==> src/rtl/irq_latch4_pkg.sv <==
// Shared definitions for the irq_latch4 interrupt latch: channel count, id width
// and the presentation FSM encoding.
package irq_latch4_pkg;

  localparam int NUM_CH = 4;
  localparam int ID_W   = 2;

  typedef enum logic [1:0] {
    IDLE    = 2'd0,
    PRESENT = 2'd1,
    CLEAR   = 2'd2
  } state_t;

endpackage

==> src/rtl/irq_latch4_edge_sync4.sv <==
// Per-channel multi-flop synchronizer followed by a registered rising-edge detector.
// Produces a one-cycle rise pulse per channel.
module edge_sync4
  import irq_latch4_pkg::*;
#(
  parameter int SYNC_STAGES = 2
) (
  input  logic              clk,
  input  logic              rst_n,
  input  logic [NUM_CH-1:0] req_in,
  output logic [NUM_CH-1:0] rise
);

  localparam logic [1:0] ARM_LAST = 2'(SYNC_STAGES);

  logic [NUM_CH-1:0] w_sync_out;
  logic [NUM_CH-1:0] r_hist;
  logic [NUM_CH-1:0] r_rise;
  logic [1:0]        r_arm_cnt;
  logic              r_armed;

  genvar gi;
  generate
    for (gi = 0; gi < NUM_CH; gi++) begin : g_sync
      logic [SYNC_STAGES-1:0] r_sync;

      always_ff @(posedge clk or negedge rst_n) begin
        if (!rst_n) begin
          r_sync <= '0;
        end else begin
          r_sync <= {r_sync[SYNC_STAGES-2:0], req_in[gi]};
        end
      end

      assign w_sync_out[gi] = r_sync[SYNC_STAGES-1];
    end
  endgenerate

  // Edges stay suppressed until the chain and history hold real samples, so a
  // level that was already high when reset was released never looks like a rise.
  always_ff @(posedge clk or negedge rst_n) begin
    if (!rst_n) begin
      r_hist    <= '0;
      r_rise    <= '0;
      r_arm_cnt <= '0;
      r_armed   <= 1'b0;
    end else begin
      r_hist <= w_sync_out;
      r_rise <= r_armed ? (w_sync_out & ~r_hist) : '0;
      if (!r_armed) begin
        if (r_arm_cnt == ARM_LAST) begin
          r_armed <= 1'b1;
        end else begin
          r_arm_cnt <= r_arm_cnt + 2'd1;
        end
      end
    end
  end

  assign rise = r_rise;

endmodule

==> src/rtl/irq_latch4.sv <==
// Four-channel interrupt latch: synchronized edges set pending bits, a priority
// FSM presents one channel until acked. Optional overflow flags: IRQ_LATCH4_OVF_EN.
module irq_latch4
  import irq_latch4_pkg::*;
#(
  parameter int SYNC_STAGES = 2
) (
  input  logic              clk,
  input  logic              rst_n,
  input  logic [NUM_CH-1:0] req_in,
  input  logic [NUM_CH-1:0] mask,
  output logic [NUM_CH-1:0] pend,
  output logic              irq_valid,
  output logic [ID_W-1:0]   irq_id,
  input  logic              irq_ack
`ifdef IRQ_LATCH4_OVF_EN
  , output logic [NUM_CH-1:0] ovf
`endif
);

  state_t            r_state;
  state_t            w_state_next;
  logic              r_valid;
  logic              w_valid_next;
  logic [ID_W-1:0]   r_id;
  logic [ID_W-1:0]   w_id_next;
  logic [NUM_CH-1:0] r_pend;
  logic [NUM_CH-1:0] w_rise;
  logic [NUM_CH-1:0] w_clr;
  logic [NUM_CH-1:0] w_elig;
  logic [ID_W-1:0]   w_top_id;
  logic              w_any;

  edge_sync4 #(
    .SYNC_STAGES(SYNC_STAGES)
  ) u_edge_sync4 (
    .clk   (clk),
    .rst_n (rst_n),
    .req_in(req_in),
    .rise  (w_rise)
  );

  assign w_elig = r_pend & mask;
  assign w_any  = |w_elig;

  // Ascending scan: the last eligible index found is the highest priority one.
  always_comb begin
    w_top_id = '0;
    for (int i = 0; i < NUM_CH; i++) begin
      if (w_elig[i]) begin
        w_top_id = ID_W'(i);
      end
    end
  end

  genvar gi;
  generate
    for (gi = 0; gi < NUM_CH; gi++) begin : g_clr
      assign w_clr[gi] = (r_state == PRESENT) && irq_ack && (r_id == ID_W'(gi));
    end
  endgenerate

  always_comb begin
    w_state_next = r_state;
    w_valid_next = r_valid;
    w_id_next    = r_id;
    case (r_state)
      IDLE: begin
        if (w_any) begin
          w_id_next    = w_top_id;
          w_valid_next = 1'b1;
          w_state_next = PRESENT;
        end
      end
      PRESENT: begin
        if (irq_ack) begin
          w_valid_next = 1'b0;
          w_state_next = CLEAR;
        end
      end
      CLEAR: begin
        w_valid_next = 1'b0;
        w_state_next = IDLE;
      end
      default: begin
        w_valid_next = 1'b0;
        w_state_next = IDLE;
      end
    endcase
  end

  // A rise on the channel being cleared keeps it pending.
  always_ff @(posedge clk or negedge rst_n) begin
    if (!rst_n) begin
      r_state <= IDLE;
      r_valid <= 1'b0;
      r_id    <= '0;
      r_pend  <= '0;
    end else begin
      r_state <= w_state_next;
      r_valid <= w_valid_next;
      r_id    <= w_id_next;
      r_pend  <= (r_pend & ~w_clr) | w_rise;
    end
  end

  assign pend      = r_pend;
  assign irq_valid = r_valid;
  assign irq_id    = r_id;

`ifdef IRQ_LATCH4_OVF_EN
  logic [NUM_CH-1:0] r_ovf;

  always_ff @(posedge clk or negedge rst_n) begin
    if (!rst_n) begin
      r_ovf <= '0;
    end else begin
      r_ovf <= (r_ovf & ~w_clr) | (w_rise & r_pend);
    end
  end

  assign ovf = r_ovf;
`endif

endmodule

==> config.mk <==
export PLATFORM = sky130hd
export DESIGN_NAME = irq_latch4
export DESIGN_NICKNAME = d
export VERILOG_FILES = /design/src/rtl/irq_latch4_pkg.sv /design/src/rtl/irq_latch4_edge_sync4.sv /design/src/rtl/irq_latch4.sv
export SDC_FILE = /design/constraint.sdc
export NUM_CORES = 1
export LEC_CHECK = 0
export BUFFER_PORTS_ARGS = -buffer_cell sky130_fd_sc_hd__buf_4
export CAP_MARGIN = 20
export CORE_MARGIN = 2
export CORE_UTILIZATION = 51
export DETAILED_ROUTE_END_ITERATION = 10
export PLACE_DENSITY = 0.75
export REMOVE_ABC_BUFFERS = 1
export SLEW_MARGIN = 20
export SYNTH_ARGS = -nofsm -noshare
export SYNTH_HDL_FRONTEND = slang
export SYNTH_SLANG_ARGS = --single-unit
==> constraint.sdc <==
create_clock -name clk -period 1.5 [get_ports clk]
set_input_delay 0.375 -clock clk [delete_from_list [all_inputs] [get_ports clk]]
set_output_delay 0.375 -clock clk [all_outputs]
set_load 0.03 [all_outputs]
==> results of run 1 <==
## metal layers
metal	share of wire [%]	vias to the layer above	GRT usage, %
li1	-	261	-
met1	47	268	18.42
met2	44	27	19.44
met3	7.9	2	2.353
met4	0.80	0	11.43
met5	0	-	0
## final cells by class
cell class                      instances  area share [%]
Inverter                                3           1.009
Tap cell                               25           2.803
Sequential cell                        27           60.54
Clock inverter                          1          0.6726
Clock buffer                            3           2.018
Timing Repair Buffer                   18           12.33
Multi-Input combinational cell         33           20.63
## placed cells by master (no fill, tap or decap), types with 2 or more instances in the layout
cell type	n
sky130_fd_sc_hd__dfrtp_1	27
sky130_fd_sc_hd__buf_4	17
sky130_fd_sc_hd__and3b_1	3
sky130_fd_sc_hd__nand2_1	6
sky130_fd_sc_hd__inv_1	3
sky130_fd_sc_hd__a21o_1	2
sky130_fd_sc_hd__nand2b_1	2
sky130_fd_sc_hd__o21ai_0	4
sky130_fd_sc_hd__clkbuf_4	3
sky130_fd_sc_hd__o311ai_0	2
## sequential cells by signal (all words and copies together), names as in the netlist
register and flops:
irq_id 2, pend 4, u_edge_sync4.r_hist 4, u_edge_sync4.r_arm_cnt 2, u_edge_sync4.g_sync.r_sync 8, u_edge_sync4.r_armed 1
r_state 2, u_edge_sync4.rise 4
## through the flow
| step | setup WS [ns] | area, sq um | hold slack [ns] | power [uW] |
|---|---|---|---|---|
| 5_1_grt | 0.05111 | 1116 | 0.1232 | 1925 |
| 3_5_place_dp | 0.3390 | 1076 | 0.2950 | 1539 |
| 3_3_place_gp | 0.3429 | 1076 | 0.2970 | 1525 |
| 6_report | 0.1042 | 1116 | 0.1500 | 1823 |
| 2_1_floorplan | 0.2298 | 917.1 | 0.07941 | 1307 |
| 4_1_cts | 0.1010 | 1116 | 0.1360 | 1844 |
## where the power goes
group          internal (uW)  total (uW)  switching, uW
combinational            244         554            310
sequential               844         966            122
clock                    102         302            201
## path summary, 6_finish.rpt
kind / endpoint / cells past startpoint / from / slack [ns]
setup / recovery: irq_valid / 1 / r_state[0] / 0.10
max in group asynchronous: u_edge_sync4.g_sync[0].r_sync[0] / 2 / rst_n / 0.77
hold reg to reg: u_edge_sync4.g_sync[3].r_sync[1] / 0 / u_edge_sync4.g_sync[3].r_sync[0] / 0.37
setup reg to reg: irq_id[1] / 2 / r_state[1] / 0.33
min in group asynchronous: u_edge_sync4.rise[1] / 2 / rst_n / 0.48
hold / removal: u_edge_sync4.g_sync[2].r_sync[0] / 1 / req_in[2] / 0.15
## cells by family after synthesis
group,share of synthesized area [%]
buf+inv,1.630
simple gates,12.64
flops,73.37
xor+xnor,0.9513
fa+ha+maj,1.358
compound gates,10.05
==> summary.txt, run 1 <==
Floorplanning
  – Number of rows in the core area: 15
  – Initial Utilization: 53.92%
  – Die span in y: between 40 and 50 um
  – Area inside the core boundary: between 1500 and 2000 sq um
  – Die span in x: approximately 46 um
  – Die area: 2161 sq um
  – Num ports: 18

Placed design
  – I/O Buffers: 17
  – Gpl congestion: 0.7569
  – Sum of net half-perimeters after detailed placement: ~900 um
  – Cell Count Post-Placement: 105

Logic synthesis
  – Area share of the largest cell type after synthesis: around 73%
  – Most frequently used cell type in the post-synthesis netlist: sky130_fd_sc_hd__dfrtp_1
  – Library cell with the largest summed area after synthesis: sky130_fd_sc_hd__dfrtp_1
  – Number of instances in the synthesized netlist: 64
  – Count of warnings emitted by yosys: 0
  – Count of flip-flops with a built-in enable after synthesis: 0
  – Unique cell type count in the Yosys netlist: 23
  – Share of flip-flops with an asynchronous set or reset after synthesis: between 90% and 100%
  – Summed instance area of the synthesized netlist: between 900 and 1000 sq um
  – Most common library cells after synthesis: sky130_fd_sc_hd__dfrtp_1 (27), sky130_fd_sc_hd__nand2_1 (6), sky130_fd_sc_hd__o21ai_0 (4)
  – Synth top area cells: sky130_fd_sc_hd__dfrtp_1 (73%), sky130_fd_sc_hd__and3b_1 (2.9%), sky130_fd_sc_hd__nand2_1 (2.4%), sky130_fd_sc_hd__o21ai_0 (2.2%), sky130_fd_sc_hd__o311ai_0 (1.9%)
  – Average size of a mapped cell: ~14 sq um
  – Primary flip-flop cell chosen by synthesis mapping: sky130_fd_sc_hd__dfrtp_1
  – Share of synthesized area occupied by flip-flops and latches: about three quarters
  – Synth Register Bits: 27

Worst setup path
  – Maximum fanout encountered on the critical timing path: 9
  – Largest delay contributor family on the critical path: flip-flops
  – Critical Path Source Type: flop
  – Worst Setup End Kind: output pin
  – Data required, critical path: between 1 and 1.5 ns
  – Ordered cell list for the critical path: buf_4
  – Kind of critical path: reg -> out
  – Data arrival, critical path: slightly above 1 ns
  – Number of buffers and inverters on the critical path: 1
  – Slowest cell on crit path: sky130_fd_sc_hd__dfrtp_1
  – Max incr delay on CP: around 0.5 ns

Clock network
  – Clock root buffer: sky130_fd_sc_hd__clkbuf_4
  – Deepest level of the CTS H-tree: 1
  – CTS tree: done
  – Post-CTS setup-driven buffer insertion count: 0
  – Maximum buffer depth of the clock tree: 2
  – Clk pin slew, worst setup/hold paths: approximately 0.14 ns
  – Clock network latency to the later pin of the worst-skew pair: ~0.32 ns
  – Number of sinks handled by clock tree synthesis: 27
  – Resized Gates After CTS: 0
  – Number of CTS-inserted buffers: 3
  – Hold-fix buffers at CTS: 1

STA
  – Highest attainable clock frequency: slightly above 700 MHz
  – Actual transition at the worst max-transition pin: 0.3717 ns
  – Final Cycle Share: between 90 and 100%
  – Setup clock skew after layout: about 0.0083 ns
  – Unrepaired setup endpoints after global routing: false
  – Period minus WS final: roughly 1.4 ns
  – Final-report max-slew violation count: 0
  – Count of endpoints failing setup in the final report: 0
  – Total negative slack for setup checks: 0 ns
  – Relative slew margins: about 75%
  – Final hold violation count: 0

Layout
  – Count of filler cells inserted in the layout: 127
  – Final cell count without fillers: 110
  – Signed area change from the synthesized netlist to the final layout: 21.20%
  – Utilization after layout: around two thirds
  – ANT cells: 0
  – Layout net count: 98
  – Flip-flop and latch area: ~680 sq um
  – Fraction of layout instances using a drive strength above 1: between 20% and 30%
  – Multi-input gate area: about 230 sq um

GRT
  – Total global routing track utilization: between 10% and 20%
  – Via count of the first global-routing pass: 485
  – Global-route wire length before repair: between 1500 and 2000 um
  – Total grt overflow: 0
  – Number of antenna violations at the first check in global routing: 0
  – Largest net degree at the start of global routing: 28

Drt
  – Via density per instance: slightly above 5
  – Count of nets left with antenna violations after detail routing: 0
  – Detailed Route Iter0 Violations: 11
  – DRC violations left: 0
  – Detailed-route via count: roughly 560
  – Number of detailed-route iterations in the first pass: 4
  – Per-cell routed wire length: 11.39 um
  – Routed wire length: 1253 um

Flow run
  – Number of violations of the max-capacitance limit: 0

Pwr
  – IR drop worst, VDD: about 0.00097 V
  – Power per standard cell area: between 1500 and 2000 nW/um^2
  – Standby leakage power: 0.0005189 uW

Hold path
  – Worst min-delay path category: in -> reg

Run status
  – Status: complete, no violations
Note: power is estimated with default switching activity, not from simulation.
==> run 2: changes to the inputs <==
--- a/config.mk
+++ b/config.mk
@@ -5,8 +5,9 @@
 export SDC_FILE = /design/constraint.sdc
 export NUM_CORES = 1
 export LEC_CHECK = 0
-export BUFFER_PORTS_ARGS = -buffer_cell sky130_fd_sc_hd__buf_4
+export BUFFER_PORTS_ARGS = -buffer_cell sky130_fd_sc_hd__buf_2
 export CAP_MARGIN = 20
+export CORE_ASPECT_RATIO = 1.25
 export CORE_MARGIN = 2
 export CORE_UTILIZATION = 51
 export DETAILED_ROUTE_END_ITERATION = 10
==> summary.txt, run 2 (synthesis results as in run 1) <==
Run status
  – Status: complete, no violations (unchanged)

Worst setup path
  – Max incr delay on CP: 0.46 ns (was 0.50 ns)
  – Internal reg-to-reg setup slack: 0.31 ns (was 0.33 ns)
  – Slowest cell on crit path: sky130_fd_sc_hd__dfrtp_2 (was sky130_fd_sc_hd__dfrtp_1)
  – Data arrival, critical path: 0.99 ns (was 1.02 ns)
  – Critical Path Source Type: flop (unchanged)
  – Largest delay contributor family on the critical path: flip-flops (unchanged)
  – Kind of critical path: reg -> out (unchanged)
  – Maximum fanout encountered on the critical timing path: 9 (unchanged)
  – Ordered cell list for the critical path: buf_2 (was buf_4)
  – Data required, critical path: 1.12 ns (about the same)
  – Start point of the critical path: r_state[0] (unchanged)
  – Number of buffers and inverters on the critical path: 1 (unchanged)
  – R2r startpoint: r_state[1] (unchanged)
  – Worst Setup End Kind: output pin (unchanged)

Drt
  – Count of nets left with antenna violations after detail routing: 0 (unchanged)
  – Via density per instance: 5.388 (was 5.073)
  – Number of detailed-route iterations in the first pass: 2 (was 4)
  – Detailed-route via count: 555 (was 558)
  – DRC violations left: 0 (unchanged)
  – Per-cell routed wire length: 12.59 um (was 11.39 um)
  – Routed wire length: 1297 um (was 1253 um)
  – Detailed Route Iter0 Violations: 4 (was 11)

Placed design
  – Minimum setup slack after placement: 0.3212 ns (was 0.3390 ns)
  – Gpl congestion: 0.8720 (was 0.7569)
  – I/O Buffers: 17 (unchanged)
  – Sum of net half-perimeters after detailed placement: 958.9 um (was 897.4 um)

GRT
  – Total grt overflow: 0 (unchanged)
  – Largest net degree at the start of global routing: 28 (unchanged)
  – Via count of the first global-routing pass: 516 (was 485)
  – Number of antenna violations at the first check in global routing: 0 (unchanged)
  – Global-route wire length before repair: 2132 um (was 1966 um)
  – Total global routing track utilization: 13.62% (was 13.78%)

STA
  – Relative slew margins: 62.47% (was 74.91%)
  – Total negative slack for setup checks: 0 ns (unchanged)
  – Period minus WS final: 1.363 ns (was 1.396 ns)
  – Crit path setup slack, layout: 0.1369 ns (was 0.1042 ns)
  – Actual transition at the worst max-transition pin: 0.5629 ns (was 0.3717 ns)
  – Worst slack on hold paths: 0.03509 ns (was 0.1500 ns)
  – Highest attainable clock frequency: 733.6 MHz (was 716.4 MHz)
  – Final hold violation count: 0 (unchanged)
  – Unrepaired setup endpoints after global routing: false (unchanged)
  – Count of endpoints failing setup in the final report: 0 (unchanged)
  – Setup clock skew after layout: 0.001507 ns (was 0.008336 ns)
  – Final-report max-slew violation count: 0 (unchanged)
  – Final Cycle Share: 90.88% (was 93.05%)

Floorplanning
  – Number of rows in the core area: 17 (was 15)
  – Die span in y: 51.51 um (was 46.49 um)
  – Area inside the core boundary: 1723 sq um (was 1708 sq um)
  – Die area: 2164 sq um (was 2161 sq um)
  – Die span in x: 42.01 um (was 46.49 um)
  – Num ports: 18 (unchanged)
  – Initial Utilization: 53.45% (was 53.92%)

Clock network
  – Clock root buffer: sky130_fd_sc_hd__clkbuf_4 (unchanged)
  – Hold-fix buffers at CTS: 0 (was 1)
  – Resized Gates After CTS: 0 (unchanged)
  – Clk pin slew, worst setup/hold paths: 0.12 ns (was 0.14 ns)
  – Number of sinks handled by clock tree synthesis: 27 (unchanged)
  – Deepest level of the CTS H-tree: 1 (unchanged)
  – CTS tree: done (unchanged)
  – Maximum buffer depth of the clock tree: 2 (unchanged)
  – Post-CTS setup-driven buffer insertion count: 0 (unchanged)
  – Clock network latency to the later pin of the worst-skew pair: 0.31 ns (was 0.32 ns)
  – Number of CTS-inserted buffers: 3 (unchanged)

Pwr
  – IR drop worst, VDD: 0.0008211 V (was 0.0009746 V)
  – Power per standard cell area: 1671 nW/um^2 (was 1634 nW/um^2)
  – Internal power consumption: 1139 uW (was 1190 uW)
  – Proportion of power drawn by the clock network: 16.4% (was 16.6%)
  – Standby leakage power: 0.0004967 uW (was 0.0005189 uW)
  – Part of the total power dissipated in combinational logic: 28.5% (was 30.4%)
  – Portion of total power attributed to sequential cells: 55.1% (was 53.0%)
  – Power Total: 1761 uW (was 1823 uW)
  – Fraction of power spent switching nets: 35.32% (was 34.74%)
  – Net switching power of the design: 621.8 uW (was 633.4 uW)

Hold path
  – Worst min-delay path category: in -> async (was in -> reg)

Layout
  – Biggest register: u_edge_sync4.g_sync.r_sync (unchanged)
  – ANT cells: 0 (unchanged)
  – Most common cell after layout, fill and taps aside: sky130_fd_sc_hd__dfrtp_1 (unchanged)
  – Flip-flop and latch area: 676.9 sq um (was 675.6 sq um)
  – Layout net count: 97 (was 98)
  – Multi-input gate area: 230.2 sq um (unchanged)
  – Most frequent cells in the layout: sky130_fd_sc_hd__dfrtp_1 (26), sky130_fd_sc_hd__buf_2 (17), sky130_fd_sc_hd__nand2_1 (6) (was sky130_fd_sc_hd__dfrtp_1 (27), sky130_fd_sc_hd__buf_4 (17), sky130_fd_sc_hd__nand2_1 (6))
  – Signed area change from the synthesized netlist to the final layout: 14.40% (was 21.20%)
  – Count of filler cells inserted in the layout: 142 (was 127)
  – Fraction of layout instances using a drive strength above 1: 27.38% (was 27.06%)
  – Number of flip-flops in the largest register: 8 (unchanged)

Flow run
  – Number of violations of the max-capacitance limit: 0 (unchanged)
[run 2: cell types whose count changed in the layout (fill, tap and decap cells not counted), sizes merged]
cell	previous run	this run
clkbuf	3	4
dlygate4sd3	1	0
clkinvlp	1	0
[run 2: final cells by class]
class                   instances  area share [%]
clock buffers                   4           2.494
inverters                       3           1.069
multi-input cells              33           21.85
flip-flops and latches         27           64.25
well taps                      19           2.257
repair buffers                 17           8.076
[run 2: final timing paths]
check	to	depth (start not counted)
max in group asynchronous	r_state[0]	1
worst max register to register	irq_id[1]	2
worst min register to register	u_edge_sync4.g_sync[3].r_sync[1]	0
worst max-delay path	irq_valid	1
worst min-delay path	u_edge_sync4.r_arm_cnt[1]	1
min in group clk	u_edge_sync4.g_sync[2].r_sync[0]	1
[run 2: metal layers]
layer | track usage, % | vias to the layer above | wire, um
li1 | - | 260 | -
met1 | 15.46 | 272 | 547
met2 | 22.92 | 19 | 650
met3 | 3.819 | 4 | 70
met4 | 8.065 | 0 | 28
met5 | 0 | - | 0
[run 2: metrics by stage]
stage | utilization, % | instances | cell area, sq um
after CTS | 61.07 | 103 | 1052
final | 61.15 | 103 | 1054
after global placement | 59.55 | 99 | 1026
after global routing | 61.15 | 103 | 1054
after floorplan | - | 63 | 917.1
after detailed placement | 59.55 | 99 | 1026
[run 2: power by group through the flow]
stage / clock, uW / sequential, uW / combinational [uW]
global route: 330 / 992 / 544
finish: 290 / 970 / 501
global placement: 0 / 970 / 497
CTS: 304 / 968 / 508
floorplan: 0 / 1130 / 181
detailed placement: 0 / 985 / 507
